File: config.mk
export PLATFORM = sky130hd
export DESIGN_NAME = oam_dma_master
export DESIGN_NICKNAME = d
export VERILOG_FILES = /design/src/rtl/oam_dma_master_pkg.sv /design/src/rtl/oam_dma_master_cpu_cycle_parity.sv /design/src/rtl/oam_dma_master.sv
export SDC_FILE = /design/constraint.sdc
export NUM_CORES = 1
export LEC_CHECK = 0
export ABC_AREA = 1
export CORE_MARGIN = 3
export CORE_UTILIZATION = 50
export CTS_CLUSTER_DIAMETER = 200
export CTS_CLUSTER_SIZE = 14
export DETAILED_ROUTE_END_ITERATION = 8
export PLACE_DENSITY = 0.95
export REMOVE_ABC_BUFFERS = 1
export SYNTH_ARGS = -nofsm -noshare
export SYNTH_HDL_FRONTEND = slang
export SYNTH_SLANG_ARGS = --single-unit
File: constraint.sdc
create_clock -name clk -period 3.7 [get_ports clk]
set_clock_uncertainty 0.1 [all_clocks]
set_input_delay 0.555 -clock clk [delete_from_list [all_inputs] [get_ports clk]]
set_output_delay 0.555 -clock clk [all_outputs]
set_load 0.1 [all_outputs]
File: src/rtl/oam_dma_master_pkg.sv
// +----------------------------------------------------------------------------+
// | DmaPkg                                                                     |
// | Shared state encoding and bus constants for the sprite DMA initiator.      |
// | Rev 1.0 - initial release                                                  |
// +----------------------------------------------------------------------------+
`default_nettype none

package DmaPkg;

    typedef enum logic [2:0] {
        IDLE  = 3'd0,
        HALT  = 3'd1,
        ALIGN = 3'd2,
        GET   = 3'd3,
        PUT   = 3'd4
    } dma_state_t;

    localparam logic [15:0] DMA_REG_ADDR  = 16'h4014;
    localparam logic [15:0] OAM_DATA_ADDR = 16'h2004;
    localparam int          DMA_XFER_LEN  = 256;

endpackage

`default_nettype wire

File: src/rtl/oam_dma_master_cpu_cycle_parity.sv
// +----------------------------------------------------------------------------+
// | cpu_cycle_parity                                                           |
// | Get/put phase of the CPU: toggles on every CPU cycle strobe.               |
// | Rev 1.0 - initial release                                                  |
// +----------------------------------------------------------------------------+
`default_nettype none

module cpu_cycle_parity (
    input  logic clk,
    input  logic rst_n,
    input  logic cpu_ce,
    output logic parity
);

    logic parity_d;
    logic parity_q;

    always_comb begin
        parity_d = cpu_ce ? ~parity_q : parity_q;
    end

    always_ff @(posedge clk) begin
        if (!rst_n) begin
            parity_q <= 1'b0;
        end else begin
            parity_q <= parity_d;
        end
    end

    assign parity = parity_q;

endmodule

`default_nettype wire

File: src/rtl/oam_dma_master.sv
// +----------------------------------------------------------------------------+
// | oam_dma_master                                                             |
// | Halts the CPU and copies one 256-byte page to the PPU OAM data port.       |
// | Rev 1.0 - initial release                                                  |
// +----------------------------------------------------------------------------+
`default_nettype none

module oam_dma_master
    import DmaPkg::*;
#(
    parameter logic [15:0] DMA_REG_ADDR  = DmaPkg::DMA_REG_ADDR,
    parameter logic [15:0] OAM_DATA_ADDR = DmaPkg::OAM_DATA_ADDR,
    parameter int          XFER_LEN      = DMA_XFER_LEN
) (
    input  logic        clk,
    input  logic        rst_n,
    input  logic        cpu_ce,
    input  logic        cpu_cs,
    input  logic        cpu_wr,
    input  logic [15:0] cpu_addr,
    input  logic [7:0]  cpu_dout,
    output logic        dma_active,
    output logic        cpu_halt,
    output logic        bus_cs,
    output logic        bus_rd,
    output logic        bus_wr,
    output logic [15:0] bus_addr,
    output logic [7:0]  bus_dout,
    input  logic [7:0]  bus_din,
    output logic        dma_done
);

    localparam int            CW   = $clog2(XFER_LEN);
    localparam logic [CW-1:0] LAST = CW'(XFER_LEN - 1);

    dma_state_t    state_d, state_q;
    logic [7:0]    page_d, page_q;
    logic [CW-1:0] count_d, count_q;
    logic [7:0]    data_d, data_q;
    logic          active_d, active_q;
    logic          halt_d, halt_q;
    logic          cs_d, cs_q;
    logic          rd_d, rd_q;
    logic          wr_d, wr_q;
    logic [15:0]   addr_d, addr_q;
    logic [7:0]    dout_d, dout_q;
    logic          done_d, done_q;
    logic          parity;

    cpu_cycle_parity u_parity (
        .clk    (clk),
        .rst_n  (rst_n),
        .cpu_ce (cpu_ce),
        .parity (parity)
    );

    always_comb begin
        state_d = state_q;
        page_d  = page_q;
        count_d = count_q;
        data_d  = data_q;
        done_d  = 1'b0;

        if (cpu_ce) begin
            case (state_q)
                IDLE: begin
                    if (!cpu_cs && cpu_wr && cpu_addr == DMA_REG_ADDR) begin
                        page_d  = cpu_dout;
                        state_d = HALT;
                    end
                end
                // Parity has toggled once since the trigger, so a clear bit
                // here means the trigger landed on an odd cycle.
                HALT:  state_d = parity ? GET : ALIGN;
                ALIGN: state_d = GET;
                GET: begin
                    data_d  = bus_din;
                    state_d = PUT;
                end
                PUT: begin
                    count_d = count_q + 1'b1;
                    if (count_q == LAST) begin
                        state_d = IDLE;
                        done_d  = 1'b1;
                    end else begin
                        state_d = GET;
                    end
                end
                default: state_d = IDLE;
            endcase
        end

        // Bus outputs are registered from the next state so they line up with it.
        active_d = (state_d != IDLE);
        halt_d   = (state_d != IDLE);
        cs_d     = 1'b1;
        rd_d     = 1'b0;
        wr_d     = 1'b0;
        addr_d   = 16'h0000;
        dout_d   = 8'h00;
        case (state_d)
            GET: begin
                cs_d   = 1'b0;
                rd_d   = 1'b1;
                addr_d = {page_d, 8'(count_d)};
            end
            PUT: begin
                cs_d   = 1'b0;
                wr_d   = 1'b1;
                addr_d = OAM_DATA_ADDR;
                dout_d = data_d;
            end
            default: ;
        endcase
    end

    always_ff @(posedge clk) begin
        if (!rst_n) begin
            state_q  <= IDLE;
            page_q   <= 8'h00;
            count_q  <= '0;
            data_q   <= 8'h00;
            active_q <= 1'b0;
            halt_q   <= 1'b0;
            cs_q     <= 1'b1;
            rd_q     <= 1'b0;
            wr_q     <= 1'b0;
            addr_q   <= 16'h0000;
            dout_q   <= 8'h00;
            done_q   <= 1'b0;
        end else begin
            state_q  <= state_d;
            page_q   <= page_d;
            count_q  <= count_d;
            data_q   <= data_d;
            active_q <= active_d;
            halt_q   <= halt_d;
            cs_q     <= cs_d;
            rd_q     <= rd_d;
            wr_q     <= wr_d;
            addr_q   <= addr_d;
            dout_q   <= dout_d;
            done_q   <= done_d;
        end
    end

    assign dma_active = active_q;
    assign cpu_halt   = halt_q;
    assign bus_cs     = cs_q;
    assign bus_rd     = rd_q;
    assign bus_wr     = wr_q;
    assign bus_addr   = addr_q;
    assign bus_dout   = dout_q;
    assign dma_done   = done_q;

endmodule

`default_nettype wire

==> results of run 1 <==
[Yosys cell counts, drive strengths merged]
cell type  number
o211ai          1
xnor2           1
a21o            2
xor2            1
nand4           4
mux2i           1
clkbuf          2
or2             9
o21bai          1
dfxtp          57
ha              1
a21oi           4
nand3          25
inv            56
nor3            9
and3            1
o21ai           2
nor2           67
a21boi          1
buf             5
nand2          45
[power groups by stage]
stage / registers (mW) / logic, mW / clock network (mW)
4_1_cts: 0.616 / 0.0592 / 0.576
2_1_floorplan: 0.629 / 0.0118 / 0
3_3_place_gp: 0.629 / 0.0578 / 0
5_1_grt: 0.615 / 0.0640 / 0.603
3_5_place_dp: 0.629 / 0.0586 / 0
6_report: 0.616 / 0.0591 / 0.565
[kinds of logic after synthesis]
logic type / share of synthesized area
flip-flops: 0.502
buffers and inverters: 0.114
adder cells (fa/ha/maj): 0.00551
AO/OA/AOI/OAI: 0.0331
multiplexers: 0.00441
XOR/XNOR: 0.00771
AND/OR/NAND/NOR: 0.333
[sequential cells by signal, summed over array words and instances, names as in the netlist]
name	cells
bus_addr	16
bus_cs	1
bus_dout	8
bus_rd	1
bus_wr	1
count_q	8
cpu_halt	1
data_q	8
dma_done	1
page_q	8
state_q	3
u_parity.parity	1
[placed cells by master, fill, tap and decap left out, types with 2 or more instances in the layout]
master / Yosys / final
nor2_1: 54 / 54
nand3_1: 23 / 23
clkbuf_8: 0 / 10
dfxtp_1: 57 / 57
a21o_1: 2 / 2
nor2_4: 2 / 2
nand2_1: 43 / 43
nand4_1: 3 / 3
clkdlybuf4s50_1: 0 / 66
nand3_2: 2 / 2
or2_0: 2 / 2
inv_1: 53 / 53
clkinvlp_4: 0 / 2
or2_2: 7 / 7
clkinv_2: 0 / 2
nor2_2: 11 / 11
inv_2: 2 / 2
nor3_1: 9 / 9
a21oi_1: 3 / 3
[worst register-to-register path, stage by stage, from the launching register on]
cell and delay, ns:
dfxtp_1 0.38, ha_1 0.22, inv_1 0.09, nor2_1 0.19
nand2_1 0.11, nand2_1 0.07, nand2_1 0.05, nand2_1 0.10
nand2_1 0.11, nor2_1 0.13, nand3_2 0.18, nand2_1 0.11
nand2_1 0.06
[worst max path at each step]
stage | start | endpoint | slack (ns) | depth (start not counted)
after global placement | cpu_ce | bus_addr[2] | 1.26 | 7
after detailed placement | cpu_ce | bus_addr[2] | 1.21 | 7
after CTS | bus_addr[2] | bus_addr[2] | 1.21 | 1
final | bus_addr[2] | bus_addr[2] | 1.21 | 1
after floorplan | cpu_halt | cpu_halt | 1.49 | 0
after global routing | bus_addr[2] | bus_addr[2] | 1.17 | 1
[metrics by stage]
step | instance area (um^2) | hold slack [ns] | utilization | cells | worst slack, ns
floorplan | 2220 | 0.361 | - | 288 | 1.49
global placement | 2960 | 0.373 | 0.703 | 405 | 1.26
detailed placement | 2960 | 0.380 | 0.703 | 405 | 1.21
CTS | 3150 | 0.392 | 0.750 | 421 | 1.21
global route | 3150 | 0.436 | 0.750 | 421 | 1.17
finish | 3150 | 0.391 | 0.750 | 421 | 1.21
[final cells by class]
cell class	instances	area, um^2	area share
sequential	57	1140	0.362
multi-input combinational	175	871	0.276
timing repair buffer	67	668	0.212
inverter	56	213	0.0675
clock buffer	11	141	0.0449
tap	50	62.6	0.0198
clock inverter	5	55.1	0.0175
[per-layer routing]
metal  vias to the layer above  part of all wire
li1                       1031                 -
met1                       924              0.38
met2                        75              0.53
met3                         9             0.068
met4                         0             0.012
met5                         -                 0
==> impl_summary.log, run 1 <==
INFO  metric run_status = complete, no violations
INFO  metric io_buffer_count = 66
INFO  metric hold-path-endpoint = data_q[4]
INFO  metric reg2reg_path_depth = 12
INFO  metric drc_errors = 0
INFO  metric hold_depth = 2
INFO  metric synth_cell_types = 35
INFO  metric grt.met1_usage = 0.228
INFO  metric maxCapViolations = 0
INFO  metric routed_wl = 5.23 mm
INFO  metric die_width = 73.4 um
INFO  metric grt_util_met3 = 0.0862
INFO  metric fp-row-count = 23
INFO  metric clk_transition_reported_paths = 0.06 ns
INFO  metric worstPathMaxFanout = 1
INFO  metric hold_path.class = register to register
INFO  metric post_route_cells_drive_above_1_share = 0.124
INFO  metric data_arrival_time_of_the_critical_path = 1.83 ns
INFO  metric n_antenna_cell = 0
INFO  metric cts_root_buf = clkbuf_8
INFO  metric post_cts_setup_buffer_count = 0
INFO  metric critical_path.slowest_cell = clkdlybuf4s50_1
INFO  metric synthToLayoutAreaGrowth = 38.8%
INFO  metric maximum_vdd_drop = 0.333 mV
INFO  metric worst_setup_path_end_kind = primary output
INFO  metric rsz0062_at_grt = no
INFO  metric synth_largest_type_area_fraction = 0.502
INFO  metric crit_family = buffers and inverters
INFO  metric power.share.combinational = 0.048
INFO  metric cts-buffers-inserted = 9
INFO  metric setup_violations = 0
INFO  metric min_from = data_q[4]
INFO  metric wire_length_of_the_first_global_routing_pass = 8.60 mm
INFO  metric clkSinkCount = 57
INFO  metric hold_violations = 0
INFO  metric tritoncts = yes
INFO  metric yosys-top-cells-area = dfxtp_1 50%, nor2_1 8.9%, inv_1 8.8%
INFO  metric crit_type = register to primary output
INFO  metric worst_skew_pair_later_pin_latency = 0.33 ns
INFO  metric layout_worst_path_cycle_share = 0.672
INFO  metric synthesis.instances = 295
INFO  metric vias = 2039
INFO  metric place_congestion = 0.887
INFO  metric dr.first_iter.drc_count = 71
INFO  metric worstReg2RegStart = count_q[0]
INFO  metric busiest_layer = met2
INFO  metric pin_count_of_the_biggest_net_entering_global_routing = 21
INFO  metric switching_share = 0.210
INFO  metric hpwl = 3.68 mm
INFO  metric initial_utilization = 0.541
INFO  metric syn_avg_cell_area = 7.70 um^2
INFO  metric drt_first_pass_iters = 4
INFO  metric buffering_stage_count_on_the_worst_path_with_inverters_included = 1
INFO  metric crit_path_cell_trace = clkdlybuf4s50_1
INFO  metric timing.setup.tns = 0 ns
INFO  metric required = 3.04 ns
INFO  metric synth.yosys.warnings = 0
INFO  metric worstSetupStartpointType = register
INFO  metric cellInternalPower = 0.980 mW
INFO  metric register_share_of_total_power = 0.496
INFO  metric clockPowerShare = 0.456
INFO  metric initial_antenna_violation_count = 0
INFO  metric power.switching = 0.260 mW
INFO  metric post_cts_hold_buffer_count = 0
INFO  metric die-area = 5390 um^2
INFO  metric postRouteAntennaNets = 0
INFO  metric grt_util_all_layers = 0.212
INFO  metric via_per_inst = 4.84
INFO  metric final.min_clock_period = 2.49 ns
INFO  metric rr_endpoint = bus_cs
INFO  metric cp_slowest_stage_delay = 1.14 ns
INFO  metric floorplan.io_pins = 67
INFO  metric yosys_register_bits = 57
INFO  metric fin_nets = 404
INFO  metric global_route.usage.met2 = 0.365
INFO  metric timing.reg2reg.setup_slack = 1.68 ns
INFO  metric power-per-cell-area = 394 nW/um^2
INFO  metric report.final.slew_viol_count = 0
INFO  metric synth-seq-area-share = 0.502
INFO  metric sum_of_overflow_across_all_layers_after_global_routing = 0
INFO  metric syn-cell-area = 2270 um^2
INFO  metric die_h = 73.4 um
INFO  metric fmax = 402 MHz
INFO  metric tightest_slew = 0.986 ns
INFO  metric num-fill-cells = 309
INFO  metric total_power = 1.24 mW
INFO  metric max-clock-path-buffers = 2
INFO  metric synth_top_cell_by_area = dfxtp_1
INFO  metric post_cts.resized_instances = 0
INFO  metric avgRoutedWirePerCell = 12.4 um
INFO  metric vias_in_the_first_global_route = 1985
INFO  metric htreeDepth = 3
INFO  metric fp.coreArea = 4200 um^2
INFO  metric power_leakage = 1.45 nW
INFO  metric slew_headroom = 0.340
Power figures use the tool's default switching activity.
==> inputs of run 2 (changes only) <==
--- a/config.mk
+++ b/config.mk
@@ -7,11 +7,11 @@
 export LEC_CHECK = 0
 export ABC_AREA = 1
 export CORE_MARGIN = 3
-export CORE_UTILIZATION = 50
+export CORE_UTILIZATION = 42
 export CTS_CLUSTER_DIAMETER = 200
 export CTS_CLUSTER_SIZE = 14
 export DETAILED_ROUTE_END_ITERATION = 8
-export PLACE_DENSITY = 0.95
+export PLACE_DENSITY = 0.86
 export REMOVE_ABC_BUFFERS = 1
 export SYNTH_ARGS = -nofsm -noshare
 export SYNTH_HDL_FRONTEND = slang
==> constraint.sdc (replaced) <==
create_clock -name clk -period 2.25 [get_ports clk]
set_clock_uncertainty 0.1 [all_clocks]
set_input_delay 0.3375 -clock clk [delete_from_list [all_inputs] [get_ports clk]]
set_output_delay 0.3375 -clock clk [all_outputs]
set_load 0.1 [all_outputs]
==> run 2 against run 1 <==
Sequential power increased by 64%. Non-clock buffer count increased by 2. Critical path depth increased by 8. First-iteration DRC count decreased by 9.9%. Critical path type is now primary input to register.
==> impl_summary.log, run 2 (synthesis gave the netlist of run 1 again) <==
INFO  metric maxCapViolations = 0
INFO  metric register_area = 1140 um^2
INFO  metric placed_cell_area = 2920 um^2
INFO  metric drt_first_pass_iters = 4
INFO  metric num-fill-cells = 446
INFO  metric routed_wl = 4.84 mm
INFO  metric hold_path.class = register to register
INFO  metric post_cts_setup_buffer_count = 0
INFO  metric wire_length_of_the_first_global_routing_pass = 8.14 mm
INFO  metric rsz0062_at_grt = no
INFO  metric timing.final.ws_setup = 0.350 ns
INFO  metric clkSinkCount = 57
INFO  metric floorplan.io_pins = 67
INFO  metric fp-row-count = 26
INFO  metric fp.coreArea = 5170 um^2
INFO  metric final_cell_mix = 57 x dfxtp_1, 54 x nor2_1, 53 x inv_1
INFO  metric drc_errors = 0
INFO  metric maximum_vdd_drop = 0.367 mV
INFO  metric initial_utilization = 0.439
INFO  metric fin_nets = 406
INFO  metric final.min_clock_period = 1.90 ns
INFO  metric htreeDepth = 3
INFO  metric dr.first_iter.drc_count = 64
INFO  metric fmax = 526 MHz
INFO  metric pin_count_of_the_biggest_net_entering_global_routing = 20
INFO  metric power-per-cell-area = 685 nW/um^2
INFO  metric placed_cells = 427
INFO  metric io_buffer_count = 66
INFO  metric via_per_inst = 4.43
INFO  metric post_cts.resized_instances = 0
INFO  metric multi_input_area = 871 um^2
INFO  metric clk_transition_reported_paths = 0.07 ns
INFO  metric vias = 1964
INFO  metric largest_register_ffs = 16
INFO  metric initial_antenna_violation_count = 0
INFO  metric max-clock-path-buffers = 2
INFO  metric report.final.slew_viol_count = 0
INFO  metric die_width = 79.5 um
INFO  metric n_antenna_cell = 0
INFO  metric tightest_slew = 0.414 ns
INFO  metric most_common_cell_after_layout_fill_and_taps_aside = dfxtp_1
INFO  metric final_cells = 443
INFO  metric worst_setup_path_end_kind = register
INFO  metric slew_headroom = 0.724
INFO  metric place_congestion = 0.902
INFO  metric power_leakage = 1.53 nW
INFO  metric postRouteAntennaNets = 0
INFO  metric sum_of_overflow_across_all_layers_after_global_routing = 0
INFO  metric required = 2.37 ns
INFO  metric crit_type = primary input to register
INFO  metric post_cts_hold_buffer_count = 0
INFO  metric cts_root_buf = clkbuf_8
INFO  metric final_area = 3140 um^2
INFO  metric setup_violations = 0
INFO  metric tritoncts = yes
INFO  metric data_arrival_time_of_the_critical_path = 2.02 ns
INFO  metric avgRoutedWirePerCell = 10.9 um
INFO  metric cts-buffers-inserted = 9
INFO  metric worstSetupStartpointType = primary input
INFO  metric pre_cts_slack = 0.0321 ns
INFO  metric layout_worst_path_cycle_share = 0.844
INFO  metric worstPathMaxFanout = 15
INFO  metric post_route_cells_drive_above_1_share = 0.212
INFO  metric timing.setup.tns = 0 ns
INFO  metric die_h = 79.5 um
INFO  metric hold_violations = 0
INFO  metric synthToLayoutAreaGrowth = 38.2%
INFO  metric die-area = 6330 um^2
INFO  metric vias_in_the_first_global_route = 1942
INFO  metric grt_util_all_layers = 0.166
INFO  metric worst_skew_pair_later_pin_latency = 0.33 ns
INFO  metric run_status = complete, no violations
INFO  metric hpwl = 3.49 mm
INFO  metric total_power = 2.15 mW
==> run 2: cell count changes in the layout (fill, tap and decap cells not counted), sizes merged <==
cell           previous run  this run
buf                       1        33
clkdlybuf4s50            66        36
inv                      56        57
bufinv                    1         2
clkbuf                   11         9
==> run 2: per-layer routing <==
metal  global-route usage  vias to the layer above  share of wire
met4               0.0739                        0          0.018
li1                     -                     1034              -
met5                    0                        -              0
met2                0.280                       48           0.48
met1                0.189                      872           0.45
met3               0.0587                       10          0.058
==> run 2: metrics by stage <==
step / hold slack (ns) / utilization
CTS: 0.394 / 0.607
floorplan: 0.306 / -
global route: 0.403 / 0.607
finish: 0.392 / 0.607
detailed placement: 0.381 / 0.565
global placement: 0.372 / 0.565
==> run 2: worst paths after layout <==
check                           cells past startpoint  slack, ns       start         to
worst min register to register                      2       0.39   data_q[4]  data_q[4]
worst max-delay path                                9       0.35      cpu_wr  page_q[7]
worst min-delay path                                2       0.39   data_q[4]  data_q[4]
worst max register to register                      7       0.36  state_q[0]  page_q[7]
==> run 2: worst max-delay path, cell delays in order <==
cell and delay [ns]:
clkdlybuf4s50_1 0.48, nand2_1 0.06, nor2_1 0.09, nand2_1 0.06, nor2_1 0.18, nand3_2 0.28, or2_2 0.36, nand3_1 0.11
inv_1 0.06
==> run 2: power breakdown <==
group	switching, mW	internal (mW)	leakage (nW)
clock network	0.417	0.622	0.106
logic	0.0337	0.0648	0.967
registers	0.00132	1.01	0.459
total	0.452	1.70	1.53
==> run 2: area by class of cell <==
class	count	share of cell area
Sequential cell	57	0.364
Multi-Input combinational cell	175	0.278
Timing Repair Buffer	69	0.194
Inverter	56	0.0678
Clock buffer	9	0.0395
Clock inverter	7	0.0299
Tap cell	70	0.0279
